===== config.mk =====
export PLATFORM = sky130hd
export DESIGN_NAME = sync_fifo_flags_flat
export DESIGN_NICKNAME = d
export VERILOG_FILES = /design/src/rtl/fifo_pkg.sv /design/src/rtl/sync_fifo_flags_if.sv /design/src/rtl/fifo_mem.sv /design/src/rtl/sync_fifo_flags.sv /design/src/flat_wrapper.sv
export SDC_FILE = /design/constraint.sdc
export NUM_CORES = 1
export LEC_CHECK = 0
export ABC_CLOCK_PERIOD_IN_PS = 7500
export CAP_MARGIN = 20
export CORE_UTILIZATION = 61
export DETAILED_ROUTE_END_ITERATION = 10
export PLACE_DENSITY = 0.91
export SYNTH_ARGS = -nofsm -noshare
export SYNTH_HDL_FRONTEND = slang
export SYNTH_SLANG_ARGS = --single-unit

===== constraint.sdc =====
create_clock -name clk -period 7.5 [get_ports clk]
set_clock_uncertainty 0.15 [all_clocks]
set_input_delay 2.25 -clock clk [delete_from_list [all_inputs] [get_ports clk]]
set_output_delay 2.25 -clock clk [all_outputs]
set_load 0.005 [all_outputs]

===== src/rtl/fifo_pkg.sv =====
// Shared width helpers and read-mode constants for the flagged synchronous FIFO.
package fifo_pkg;

  localparam int unsigned MODE_STD  = 0;
  localparam int unsigned MODE_FWFT = 1;

  // Occupancy must represent 0..depth inclusive.
  function automatic int unsigned cnt_w(input int unsigned depth);
    return $clog2(depth + 1);
  endfunction

  function automatic int unsigned ptr_w(input int unsigned depth);
    return (depth < 2) ? 1 : $clog2(depth);
  endfunction

endpackage


===== src/rtl/sync_fifo_flags_if.sv =====
// Handshake/status bundle shared by the FIFO and whoever drives it.
interface fifo_interface
  import fifo_pkg::*;
#(
  parameter int unsigned DEPTH = 8,
  parameter int unsigned WIDTH = 8
);

  localparam int unsigned CW = cnt_w(DEPTH);

  logic             w_en;
  logic             r_en;
  logic [WIDTH-1:0] data_in;
  logic [WIDTH-1:0] data_out;
  logic             full;
  logic             empty;
  logic             almost_full;
  logic             almost_empty;
  logic [CW-1:0]    count;
  logic             overflow;
  logic             underflow;

  modport master (
    output w_en, r_en, data_in,
    input  data_out, full, empty, almost_full, almost_empty, count, overflow, underflow
  );

  modport slave (
    input  w_en, r_en, data_in,
    output data_out, full, empty, almost_full, almost_empty, count, overflow, underflow
  );

endinterface


===== src/rtl/fifo_mem.sv =====
// DEPTH x WIDTH register array: synchronous write, asynchronous read, no reset.
module fifo_mem
  import fifo_pkg::*;
#(
  parameter int unsigned DEPTH = 8,
  parameter int unsigned WIDTH = 8,
  localparam int unsigned PW   = ptr_w(DEPTH)
) (
  input  logic             clk,
  input  logic             w_en,
  input  logic [PW-1:0]    w_addr,
  input  logic [WIDTH-1:0] w_data,
  input  logic [PW-1:0]    r_addr,
  output logic [WIDTH-1:0] r_data
);

  logic [WIDTH-1:0] mem [DEPTH];

  always_ff @(posedge clk) begin
    if (w_en) begin
      mem[w_addr] <= w_data;
    end
  end

  assign r_data = mem[r_addr];

endmodule


===== src/rtl/sync_fifo_flags.sv =====
// Single-clock FIFO with arbitrary depth, standard/FWFT read, threshold flags and error pulses.
module sync_fifo_flags
  import fifo_pkg::*;
#(
  parameter int unsigned DEPTH     = 8,
  parameter int unsigned WIDTH     = 8,
  parameter int unsigned FWFT      = MODE_STD,
  parameter int unsigned AF_THRESH = DEPTH - 2,
  parameter int unsigned AE_THRESH = 2
) (
  input  logic        clk,
  input  logic        rst_n,
  fifo_interface.slave bus
);

  localparam int unsigned PW = ptr_w(DEPTH);
  localparam int unsigned CW = cnt_w(DEPTH);

  localparam logic [PW-1:0] PtrLast  = PW'(DEPTH - 1);
  localparam logic [CW-1:0] DepthCnt = CW'(DEPTH);
  localparam logic [CW-1:0] AfCnt    = CW'(AF_THRESH);
  localparam logic [CW-1:0] AeCnt    = CW'(AE_THRESH);

  if (DEPTH < 2) begin : g_bad_depth
    $error("sync_fifo_flags: DEPTH must be at least 2");
  end
  if (AF_THRESH > DEPTH) begin : g_bad_af
    $error("sync_fifo_flags: AF_THRESH must not exceed DEPTH");
  end
  if (AE_THRESH >= DEPTH) begin : g_bad_ae
    $error("sync_fifo_flags: AE_THRESH must be below DEPTH");
  end

  logic [PW-1:0]    wr_ptr_q, wr_ptr_d;
  logic [PW-1:0]    rd_ptr_q, rd_ptr_d;
  logic [CW-1:0]    count_q, count_d;
  logic             overflow_q, underflow_q;
  logic             full, empty;
  logic             wr_ok, rd_ok;
  logic [WIDTH-1:0] rd_data;

  // Flags compare the registered count only, so they track count in the same cycle.
  assign full  = (count_q == DepthCnt);
  assign empty = (count_q == '0);

  // A read frees a slot on the same edge, so a full FIFO still accepts a paired write.
  assign wr_ok = bus.w_en && (!full || bus.r_en);
  assign rd_ok = bus.r_en && !empty;

  always_comb begin
    wr_ptr_d = wr_ptr_q;
    rd_ptr_d = rd_ptr_q;
    count_d  = count_q;
    if (wr_ok) begin
      wr_ptr_d = (wr_ptr_q == PtrLast) ? '0 : wr_ptr_q + 1'b1;
    end
    if (rd_ok) begin
      rd_ptr_d = (rd_ptr_q == PtrLast) ? '0 : rd_ptr_q + 1'b1;
    end
    case ({wr_ok, rd_ok})
      2'b10:   count_d = count_q + 1'b1;
      2'b01:   count_d = count_q - 1'b1;
      default: count_d = count_q;
    endcase
  end

  always_ff @(posedge clk or negedge rst_n) begin
    if (!rst_n) begin
      wr_ptr_q    <= '0;
      rd_ptr_q    <= '0;
      count_q     <= '0;
      overflow_q  <= 1'b0;
      underflow_q <= 1'b0;
    end else begin
      wr_ptr_q    <= wr_ptr_d;
      rd_ptr_q    <= rd_ptr_d;
      count_q     <= count_d;
      overflow_q  <= bus.w_en && full && !bus.r_en;
      underflow_q <= bus.r_en && empty;
    end
  end

  fifo_mem #(
    .DEPTH (DEPTH),
    .WIDTH (WIDTH)
  ) u_mem (
    .clk    (clk),
    .w_en   (wr_ok),
    .w_addr (wr_ptr_q),
    .w_data (bus.data_in),
    .r_addr (rd_ptr_q),
    .r_data (rd_data)
  );

  if (FWFT == MODE_FWFT) begin : g_fwft
    // Head entry is presented combinationally; forced to zero while empty.
    assign bus.data_out = empty ? '0 : rd_data;
  end else begin : g_std
    logic [WIDTH-1:0] dout_q;

    always_ff @(posedge clk or negedge rst_n) begin
      if (!rst_n) begin
        dout_q <= '0;
      end else if (rd_ok) begin
        dout_q <= rd_data;
      end
    end

    assign bus.data_out = dout_q;
  end

  assign bus.full         = full;
  assign bus.empty        = empty;
  assign bus.almost_full  = (count_q >= AfCnt);
  assign bus.almost_empty = (count_q <= AeCnt);
  assign bus.count        = count_q;
  assign bus.overflow     = overflow_q;
  assign bus.underflow    = underflow_q;

endmodule


===== src/flat_wrapper.sv =====
// flat-port wrapper written by rule: the top's interface ports become plain ports
module sync_fifo_flags_flat import fifo_pkg::*;
#(
  parameter int unsigned DEPTH     = 8,
  parameter int unsigned WIDTH     = 8,
  parameter int unsigned FWFT      = MODE_STD,
  parameter int unsigned AF_THRESH = DEPTH - 2,
  parameter int unsigned AE_THRESH = 2
)
  (clk, rst_n, bus_w_en, bus_r_en, bus_data_in, bus_data_out, bus_full, bus_empty, bus_almost_full, bus_almost_empty, bus_count, bus_overflow, bus_underflow);
  fifo_interface #(.DEPTH(DEPTH), .WIDTH(WIDTH)) bus_i ();
  input  logic clk;
  input  logic rst_n;
  input wire logic [$bits(bus_i.w_en)-1:0] bus_w_en;
  input wire logic [$bits(bus_i.r_en)-1:0] bus_r_en;
  input wire logic [$bits(bus_i.data_in)-1:0] bus_data_in;
  output wire logic [$bits(bus_i.data_out)-1:0] bus_data_out;
  output wire logic [$bits(bus_i.full)-1:0] bus_full;
  output wire logic [$bits(bus_i.empty)-1:0] bus_empty;
  output wire logic [$bits(bus_i.almost_full)-1:0] bus_almost_full;
  output wire logic [$bits(bus_i.almost_empty)-1:0] bus_almost_empty;
  output wire logic [$bits(bus_i.count)-1:0] bus_count;
  output wire logic [$bits(bus_i.overflow)-1:0] bus_overflow;
  output wire logic [$bits(bus_i.underflow)-1:0] bus_underflow;
  assign bus_i.w_en = bus_w_en;
  assign bus_i.r_en = bus_r_en;
  assign bus_i.data_in = bus_data_in;
  assign bus_data_out = bus_i.data_out;
  assign bus_full = bus_i.full;
  assign bus_empty = bus_i.empty;
  assign bus_almost_full = bus_i.almost_full;
  assign bus_almost_empty = bus_i.almost_empty;
  assign bus_count = bus_i.count;
  assign bus_overflow = bus_i.overflow;
  assign bus_underflow = bus_i.underflow;
  sync_fifo_flags #(.DEPTH(DEPTH), .WIDTH(WIDTH), .FWFT(FWFT), .AF_THRESH(AF_THRESH), .AE_THRESH(AE_THRESH)) u_core (.clk(clk), .rst_n(rst_n), .bus(bus_i));
endmodule

==> impl_metrics.toml, run 1 <==
[outcome]
outcome = "finished, final reports clean"

[setup_path]
crit_path_max_incr_delay_ps = 520
path_common_cell = "xor2_1"
crit_type = "input pin to register"
start_kind = "input pin"
crit_fanout = 22
crit_path_end_kind = "register"
path_buf_inv = 2
crit_slowest_cell = "clkdlybuf4s50_1"
crit_required_ps = 7580
crit_chain = "clkdlybuf4s50_1, nand2b_1, inv_1, ha_1, xor2_1, ha_1, a21oi_1, xor2_1, nor2_1, xor2_1"
cp_data_arrival_time_ps = 4620
cp_top_family = "buffers and inverters"

[sta]
grt_setup_unrepaired = "no"
fin_tns_setup_ps = 0
drv_slew = 0
slew_headroom_pct = 33.6
tightest_slew_ps = 992
fin_crit_sh_pct = 60.5
fin_crit_ps = 4540
finalHoldViolCount = 0
fmax_mhz = 220
finalSetupViolations = 0

[synthesis]
yosys-top-cells-area = "edfxtp_1 55%, dfrtp_1 14%, mux2_2 5.9%"
yosysWarningCount = 0
yosysTopAreaCell = "edfxtp_1"
ys_types = 33
netlist.area_leader.share_pct = 55.5
synthCells = 218
synth_most_common_cell = "edfxtp_1"
async_reset_ff_share_pct = 23.8
syn_area_sq_mm = 0.00346
ys.flop_type = "edfxtp_1"
syn_area_per_cell_sq_um = 15.9
synth_nets = 237
synth-edff-count = 64
synth_common_cells = "64 x edfxtp_1, 20 x dfrtp_1, 18 x mux2_2"
synth-seq-cells = 84
synth_seq_area_share_pct = 69.9

[drt]
drt_iter0_drc = 94
dr.pass1.iters = 4
viasPerCell = 5.89
postRouteAntennaNets = 0
wl_per_cell_um = 18.7
via_count = 1944
drc = 0
wirelength_um = 6170

[placement]
io_buffers = 29
placed_cell_area_sq_mm = 0.00383
gp_congestion = 0.728
dpl.hpwl_um = 3790

[global_routing]
grt_start_max_net_pins = 36
grt_pass1_wl_um = 9570
antenna_found_initial = 0
overflow = 0
grt_pass1_vias = 1878
track_usage_pct = 22.4

[floorplanning]
core_area_sq_mm = 0.00551
io_pins = 30
num_rows = 27
die_h_um = 77.4
die_x_um = 77.4
start_util_pct = 62.9
die_area_sq_mm = 0.00599

[clocking]
clock-sinks = 84
clk-insertion-delay-late_ps = 350
cts_buffers = 9
cts_tree = "yes"
cts_hold_buf = 0
cts.clk_slew.worst_paths_ps = 80
ctsResizeCount = 0
cts_setup_buffers = 0
htreeDepth = 3
max-clock-path-buffers = 2
cts_root_buffer = "clkbuf_8"

[finish]
area_delta_synth_final_pct = 15.5
final_nets = 272
diodes = 0
final_cell_area_sq_mm = 0.00400
drive_gt1_share_pct = 17.1
fin_util_pct = 72.6

[power_and_ir_drop]
p_leak_uw = 0.00146
pwr_density_cell_mw_per_mm2 = 369
ir_drop_mv = 0.213

[run]
cap_violations = 0

[hold_path]
hold_path_class = "register to register"
layout make-up:
class | count | area (sq um)
Fill cell | 342 | 1510
Inverter | 2 | 7.51
Timing Repair Buffer | 34 | 328
Tap cell | 72 | 90.1
Clock inverter | 7 | 50.0
Sequential cell | 84 | 2420
Multi-Input combinational cell | 122 | 978
Clock buffer | 9 | 124
registers in the layout, indices dropped and copies added, names as in the netlist:
| register | count |
|---|---|
| u_core.bus.count | 4 |
| u_core.wr_ptr_q | 3 |
| u_core.rd_ptr_q | 3 |
| u_core.bus.underflow | 1 |
| u_core.bus.overflow | 1 |
| u_core.u_mem.mem | 64 |
| u_core.bus.data_out | 8 |
power by group:
part	switching (uW)	internal, uW	total, uW	leakage [uW]
clock network	163	121	284	0.0000837
logic	248	265	512	0.000553
registers	73.2	605	678	0.000824
worst reg2reg max path, cell delays in order (launching register included):
cell      delay, ps
dfrtp_1         480
nor4_1          430
nand2b_1        580
inv_1           150
ha_1            280
xor2_1          190
ha_1            190
a21oi_1         150
xor2_1          170
nor2_1           60
xor2_1          140
routing by layer:
| layer | GRT usage, % | part of all wire, % |
|---|---|---|
| met4 | 14.0 | 1.1 |
| met3 | 3.88 | 4.6 |
| met1 | 29.1 | 43 |
| met2 | 35.5 | 51 |
| met5 | 0 | 0 |
layout by cell type, fill, tap and decap left out, types with 6 or more instances in the layout:
cell / n
a221o_1: 8
clkbuf_8: 9
clkdlybuf4s50_1: 29
dfrtp_1: 20
edfxtp_1: 64
ha_1: 7
mux2_2: 18
mux2i_1: 16
nand2_1: 12
nand2b_1: 6
o21ai_0: 12
o22ai_1: 8
stage by stage:
| stage | setup slack, ps | instances | hold WS [ps] | power, uW |
|---|---|---|---|---|
| 2_1_floorplan | 3590 | 218 | 323 | 1010 |
| 3_3_place_gp | 2700 | 314 | 319 | 1170 |
| 3_5_place_dp | 2590 | 314 | 327 | 1200 |
| 4_1_cts | 2980 | 330 | 346 | 1480 |
| 5_1_grt | 2780 | 330 | 356 | 1550 |
| 6_report | 2960 | 330 | 335 | 1470 |
final timing paths:
kind                                         from                      to  slack [ps]  cells after the start
setup / recovery                         bus_r_en     u_core.bus.count[2]        2960                     10
hold / removal             u_core.bus.data_out[0]  u_core.bus.data_out[0]         340                      2
setup reg to reg              u_core.bus.count[2]     u_core.bus.count[2]        4420                     10
hold reg to reg            u_core.bus.data_out[0]  u_core.bus.data_out[0]         340                      2
max in group asynchronous                   rst_n  u_core.bus.data_out[6]        4410                      1
min in group asynchronous                   rst_n      u_core.wr_ptr_q[1]        2240                      1
logic make-up (layout without fill, tap and decap cells):
kind of cell,count (synthesis),in the layout,share of synthesized area [%]
AND/OR/NAND/NOR,39,39,6.03
AO/OA/AOI/OAI,36,36,7.37
XOR/XNOR,5,5,1.26
multiplexers,35,35,10.9
adder cells (fa/ha/maj),7,7,2.53
flip-flops,84,84,69.9
buffers and inverters,12,52,1.99
No activity file was read; power rests on OpenSTA's default activity.
==> inputs of run 2 (changes only) <==
--- a/config.mk
+++ b/config.mk
@@ -5,11 +5,11 @@
 export SDC_FILE = /design/constraint.sdc
 export NUM_CORES = 1
 export LEC_CHECK = 0
-export ABC_CLOCK_PERIOD_IN_PS = 7500
+export ABC_CLOCK_PERIOD_IN_PS = 4700
 export CAP_MARGIN = 20
-export CORE_UTILIZATION = 61
+export CORE_UTILIZATION = 57
 export DETAILED_ROUTE_END_ITERATION = 10
-export PLACE_DENSITY = 0.91
+export PLACE_DENSITY = 0.86
 export SYNTH_ARGS = -nofsm -noshare
 export SYNTH_HDL_FRONTEND = slang
 export SYNTH_SLANG_ARGS = --single-unit
==> constraint.sdc (replaced) <==
create_clock -name clk -period 4.7 [get_ports clk]
set_clock_uncertainty 0.15 [all_clocks]
set_input_delay 1.41 -clock clk [delete_from_list [all_inputs] [get_ports clk]]
set_output_delay 1.41 -clock clk [all_outputs]
set_load 0.005 [all_outputs]
==> run 2 against run 1 <==
First-iteration DRC count is 39% higher. Critical path depth decreased by 7. Worst setup slack got worse by 1900 ps. Die area increased by 6.8%. Register-to-register slack worse by 2800 ps. Global-route usage increased by 1.1 points. Clock power up 100%.
==> impl_metrics.toml, run 2 (synthesis gave the netlist of run 1 again) <==
[outcome]
outcome = "finished, final reports clean"

[placement]
placed_cell_area_sq_mm = 0.00385
dpl.hpwl_um = 4150
gp_congestion = 0.765
io_buffers = 29

[clocking]
cts_hold_buf = 0
max-clock-path-buffers = 2
cts_tree = "yes"
cts_root_buffer = "clkbuf_8"
clk-insertion-delay-late_ps = 350
ctsResizeCount = 0
cts_buffers = 9
cts.clk_slew.worst_paths_ps = 80
cts_setup_buffers = 0
clock-sinks = 84
htreeDepth = 3

[sta]
fin_crit_sh_pct = 76.8
finalHoldViolCount = 0
fin_crit_ps = 3610
drv_slew = 0
slew_headroom_pct = 39.6
finalSetupViolations = 0
grt_setup_unrepaired = "no"
fin_tns_setup_ps = 0
fmax_mhz = 277
tightest_slew_ps = 904

[floorplanning]
die_x_um = 80.0
die_area_sq_mm = 0.00639
io_pins = 30
core_area_sq_mm = 0.00589
die_h_um = 80.0
start_util_pct = 58.9
num_rows = 28

[global_routing]
track_usage_pct = 23.5
grt_start_max_net_pins = 36
overflow = 0
antenna_found_initial = 0
grt_pass1_vias = 1985
grt_pass1_wl_um = 10400

[setup_path]
cp_data_arrival_time_ps = 2050
worstRegToRegCells = 11
crit_fanout = 9
crit_path_end_kind = "output pin"
crit_type = "register to output pin"
start_kind = "register"
crit_required_ps = 3140

[finish]
fin_util_pct = 69.1
drive_gt1_share_pct = 17.6
final_common_cell = "edfxtp_1"
fill_cells = 380
largest_reg_flops = 64
ff_latch_area_sq_mm = 0.00242
final_cell_mix = "64 x edfxtp_1, 29 x clkdlybuf4s50_1, 20 x dfrtp_1, 18 x mux2_2, 16 x mux2i_1"
diodes = 0
top_register = "u_core.u_mem.mem"
final_cell_area_sq_mm = 0.00407
multiInputGateArea_sq_um = 973
final_nets = 275
area_delta_synth_final_pct = 17.4

[drt]
drc = 0
dr.pass1.iters = 4
wirelength_um = 6690
postRouteAntennaNets = 0
via_count = 1989
viasPerCell = 5.92
wl_per_cell_um = 19.9
drt_iter0_drc = 131

[power_and_ir_drop]
p_leak_uw = 0.00150
ir_drop_mv = 0.492
pwr_density_cell_mw_per_mm2 = 610

[hold_path]
hold_depth = 2
hold_path_class = "register to register"

[run]
cap_violations = 0
run 2: where the power goes:
group / switching, uW / leakage [uW] / internal [uW]
sequential: 119 / 0.000824 / 965
combinational: 401 / 0.000568 / 428
clock: 267 / 0.000108 / 302
total: 786 / 0.00150 / 1700
run 2: final cells by class:
class                           count  share of cell area (%)
Tap cell                           75                    2.31
Timing Repair Buffer               37                    8.61
Sequential cell                    84                    59.5
Clock buffer                        9                    3.04
Clock inverter                      7                    2.40
Inverter                            2                   0.185
Multi-Input combinational cell    122                    23.9
run 2: metrics by stage:
step | instances | total power [uW] | hold WS (ps) | setup WS [ps]
6_report | 336 | 2480 | 348 | 1090
5_1_grt | 336 | 2620 | 373 | 1030
4_1_cts | 336 | 2500 | 346 | 1070
3_5_place_dp | 320 | 1920 | 327 | 865
3_3_place_gp | 320 | 1870 | 313 | 993
2_1_floorplan | 218 | 1610 | 323 | 1630
run 2: final timing paths:
| check | startpoint | end | slack [ps] |
|---|---|---|---|
| setup / recovery | u_core.bus.count[2] | bus_full | 1090 |
| hold / removal | u_core.bus.data_out[7] | u_core.bus.data_out[7] | 350 |
| setup reg to reg | u_core.bus.count[2] | u_core.bus.count[2] | 1660 |
| hold reg to reg | u_core.bus.data_out[7] | u_core.bus.data_out[7] | 350 |
| max in group asynchronous | rst_n | u_core.wr_ptr_q[2] | 2430 |
| min in group asynchronous | rst_n | u_core.bus.data_out[0] | 1410 |
run 2: per-layer routing:
metal  GRT usage [%]  vias to the layer above  share of wire (%)
met3            3.66                        6                4.7
met1            29.6                      997                 41
li1                -                      918                  -
met4            14.6                        0                1.5
met5               0                        -                  0
met2            38.0                       68                 53
run 2: worst max-delay path, stage by stage (launching register included):
cell and delay, ps:
dfrtp_1 480, or4b_4 620, inv_1 90, clkdlybuf4s50_1 510
==> inputs of run 3 (changes only) <==
--- a/config.mk
+++ b/config.mk
@@ -5,7 +5,7 @@
 export SDC_FILE = /design/constraint.sdc
 export NUM_CORES = 1
 export LEC_CHECK = 0
-export ABC_CLOCK_PERIOD_IN_PS = 4700
+export ABC_CLOCK_PERIOD_IN_PS = 3540
 export CAP_MARGIN = 20
 export CORE_UTILIZATION = 57
 export DETAILED_ROUTE_END_ITERATION = 10
==> constraint.sdc (replaced) <==
create_clock -name clk -period 3.54 [get_ports clk]
set_clock_uncertainty 0.15 [all_clocks]
set_input_delay 1.062 -clock clk [delete_from_list [all_inputs] [get_ports clk]]
set_output_delay 1.062 -clock clk [all_outputs]
set_load 0.005 [all_outputs]
==> run 3 against run 2 <==
Cell count rose by 0.60%. Design area barely moved. Wire length shrank 6.3%. Via count fell by 3.0%. First-iteration DRC count is 1.5% lower. Count of clock-buffer cells in the layout rose by 2. Power rose by 31%. Die area did not move. Combinational power increased by 31%. Worst hold slack worse by 17 ps. Critical path depth stayed put. Critical path type unchanged.
==> impl_metrics.toml, run 3 (synthesis gave the netlist of run 1 again) <==
[drt]
viasPerCell = 5.71
dr.pass1.iters = 4
drt_iter0_drc = 129
postRouteAntennaNets = 0
drc = 0
wl_per_cell_um = 18.6
via_count = 1929
wirelength_um = 6270

[setup_path]
crit_required_ps = 2330
crit_fanout = 9
start_kind = "register"
crit_path_end_kind = "output pin"
cp_data_arrival_time_ps = 2010
crit_chain = "or4b_4, inv_1, clkdlybuf4s50_1"
crit_type = "register to output pin"
crit_slowest_cell = "or4b_4"
crit_path_max_incr_delay_ps = 620

[clocking]
cts_root_buffer = "clkbuf_8"
max-clock-path-buffers = 2
clk-insertion-delay-late_ps = 340
htreeDepth = 3
cts.clk_slew.worst_paths_ps = 80
cts_hold_buf = 0
ctsResizeCount = 0
cts_tree = "yes"
clock-sinks = 84
cts_buffers = 9
cts_setup_buffers = 0

[floorplanning]
die_x_um = 80.0
die_h_um = 80.0
start_util_pct = 58.9
io_pins = 30
num_rows = 28
die_area_sq_mm = 0.00639
core_area_sq_mm = 0.00589

[sta]
fin_crit_ps = 3220
finalSetupViolations = 0
finalHoldViolCount = 0
fin_tns_setup_ps = 0
grt_setup_unrepaired = "no"
fin_ws_ps = 323
drv_slew = 0
fin_crit_sh_pct = 90.9
fmax_mhz = 311
slew_headroom_pct = 40.0
tightest_slew_ps = 897

[finish]
final_common_cell = "edfxtp_1"
multiInputGateArea_sq_um = 973
top_register = "u_core.u_mem.mem"
drive_gt1_share_pct = 17.9
largest_reg_flops = 64
area_delta_synth_final_pct = 17.5
final_cell_mix = "64 x edfxtp_1, 29 x clkdlybuf4s50_1, 20 x dfrtp_1, 18 x mux2_2, 16 x mux2i_1"
fill_cells = 395
diodes = 0
final_nets = 277
ff_latch_area_sq_mm = 0.00242

[global_routing]
grt_pass1_wl_um = 9910
overflow = 0
track_usage_pct = 21.9
grt_start_max_net_pins = 36
grt_pass1_vias = 1996
antenna_found_initial = 0

[power_and_ir_drop]
pwr_density_cell_mw_per_mm2 = 797
ir_drop_mv = 0.650
p_leak_uw = 0.00151

[placement]
gp_congestion = 0.767
dpl.hpwl_um = 4110
pre_cts_slack_ps = 244
io_buffers = 29

[run]
cap_violations = 0

[outcome]
outcome = "finished, final reports clean"

[hold_path]
hold_path_class = "register to register"
==> run 3: area by class of cell <==
cell class	count	area share (%)
tap	75	2.30
clock buffer	11	3.23
clock inverter	5	1.91
sequential	84	59.5
multi-input combinational	122	23.9
timing repair buffer	39	8.97
inverter	2	0.184
==> run 3: worst max-delay path, delay by kind of cell, from the launching register on <==
kind / cells / cell delay [ps]
buffers and inverters: 2 / 560
AND/OR/NAND/NOR: 1 / 620
flip-flops: 1 / 480
==> run 3: routing by layer <==
| layer | wire (um) | vias up | global-route usage, % | part of all wire [%] |
|---|---|---|---|---|
| met4 | 174 | 0 | 12.0 | 2.8 |
| met2 | 3120 | 54 | 35.8 | 50 |
| li1 | - | 917 | - | - |
| met3 | 274 | 19 | 4.69 | 4.4 |
| met5 | 0 | - | 0 | 0 |
| met1 | 2700 | 939 | 27.1 | 43 |
==> run 3: report_power, final <==
group          internal [uW]  total (uW)  switching [uW]
registers               1280        1440             157
clock network            396         714             318
logic                    575        1090             520
total                   2250        3250             995
==> run 3: final timing paths <==
| path | startpoint | cells after the start | endpoint | slack (ps) |
|---|---|---|---|---|
| min in group asynchronous | rst_n | 1 | u_core.bus.overflow | 1070 |
| setup / recovery | u_core.bus.count[2] | 3 | bus_full | 320 |
| max in group asynchronous | rst_n | 1 | u_core.wr_ptr_q[1] | 1610 |
| hold / removal | u_core.bus.data_out[7] | 2 | u_core.bus.data_out[7] | 330 |
| setup reg to reg | u_core.bus.count[2] | 9 | u_core.bus.count[2] | 760 |
| hold reg to reg | u_core.bus.data_out[7] | 2 | u_core.bus.data_out[7] | 330 |
==> run 3: per-stage QoR <==
step	instance area (sq um)	hold WS, ps	total power (uW)	std cells	utilization, %
after detailed placement	3860	321	2550	322	65.6
after CTS	4070	338	3260	338	69.2
after global routing	4070	360	3430	338	69.2
after global placement	3860	311	2490	322	65.6
final	4070	331	3250	338	69.2
after floorplan	3460	323	2140	218	-
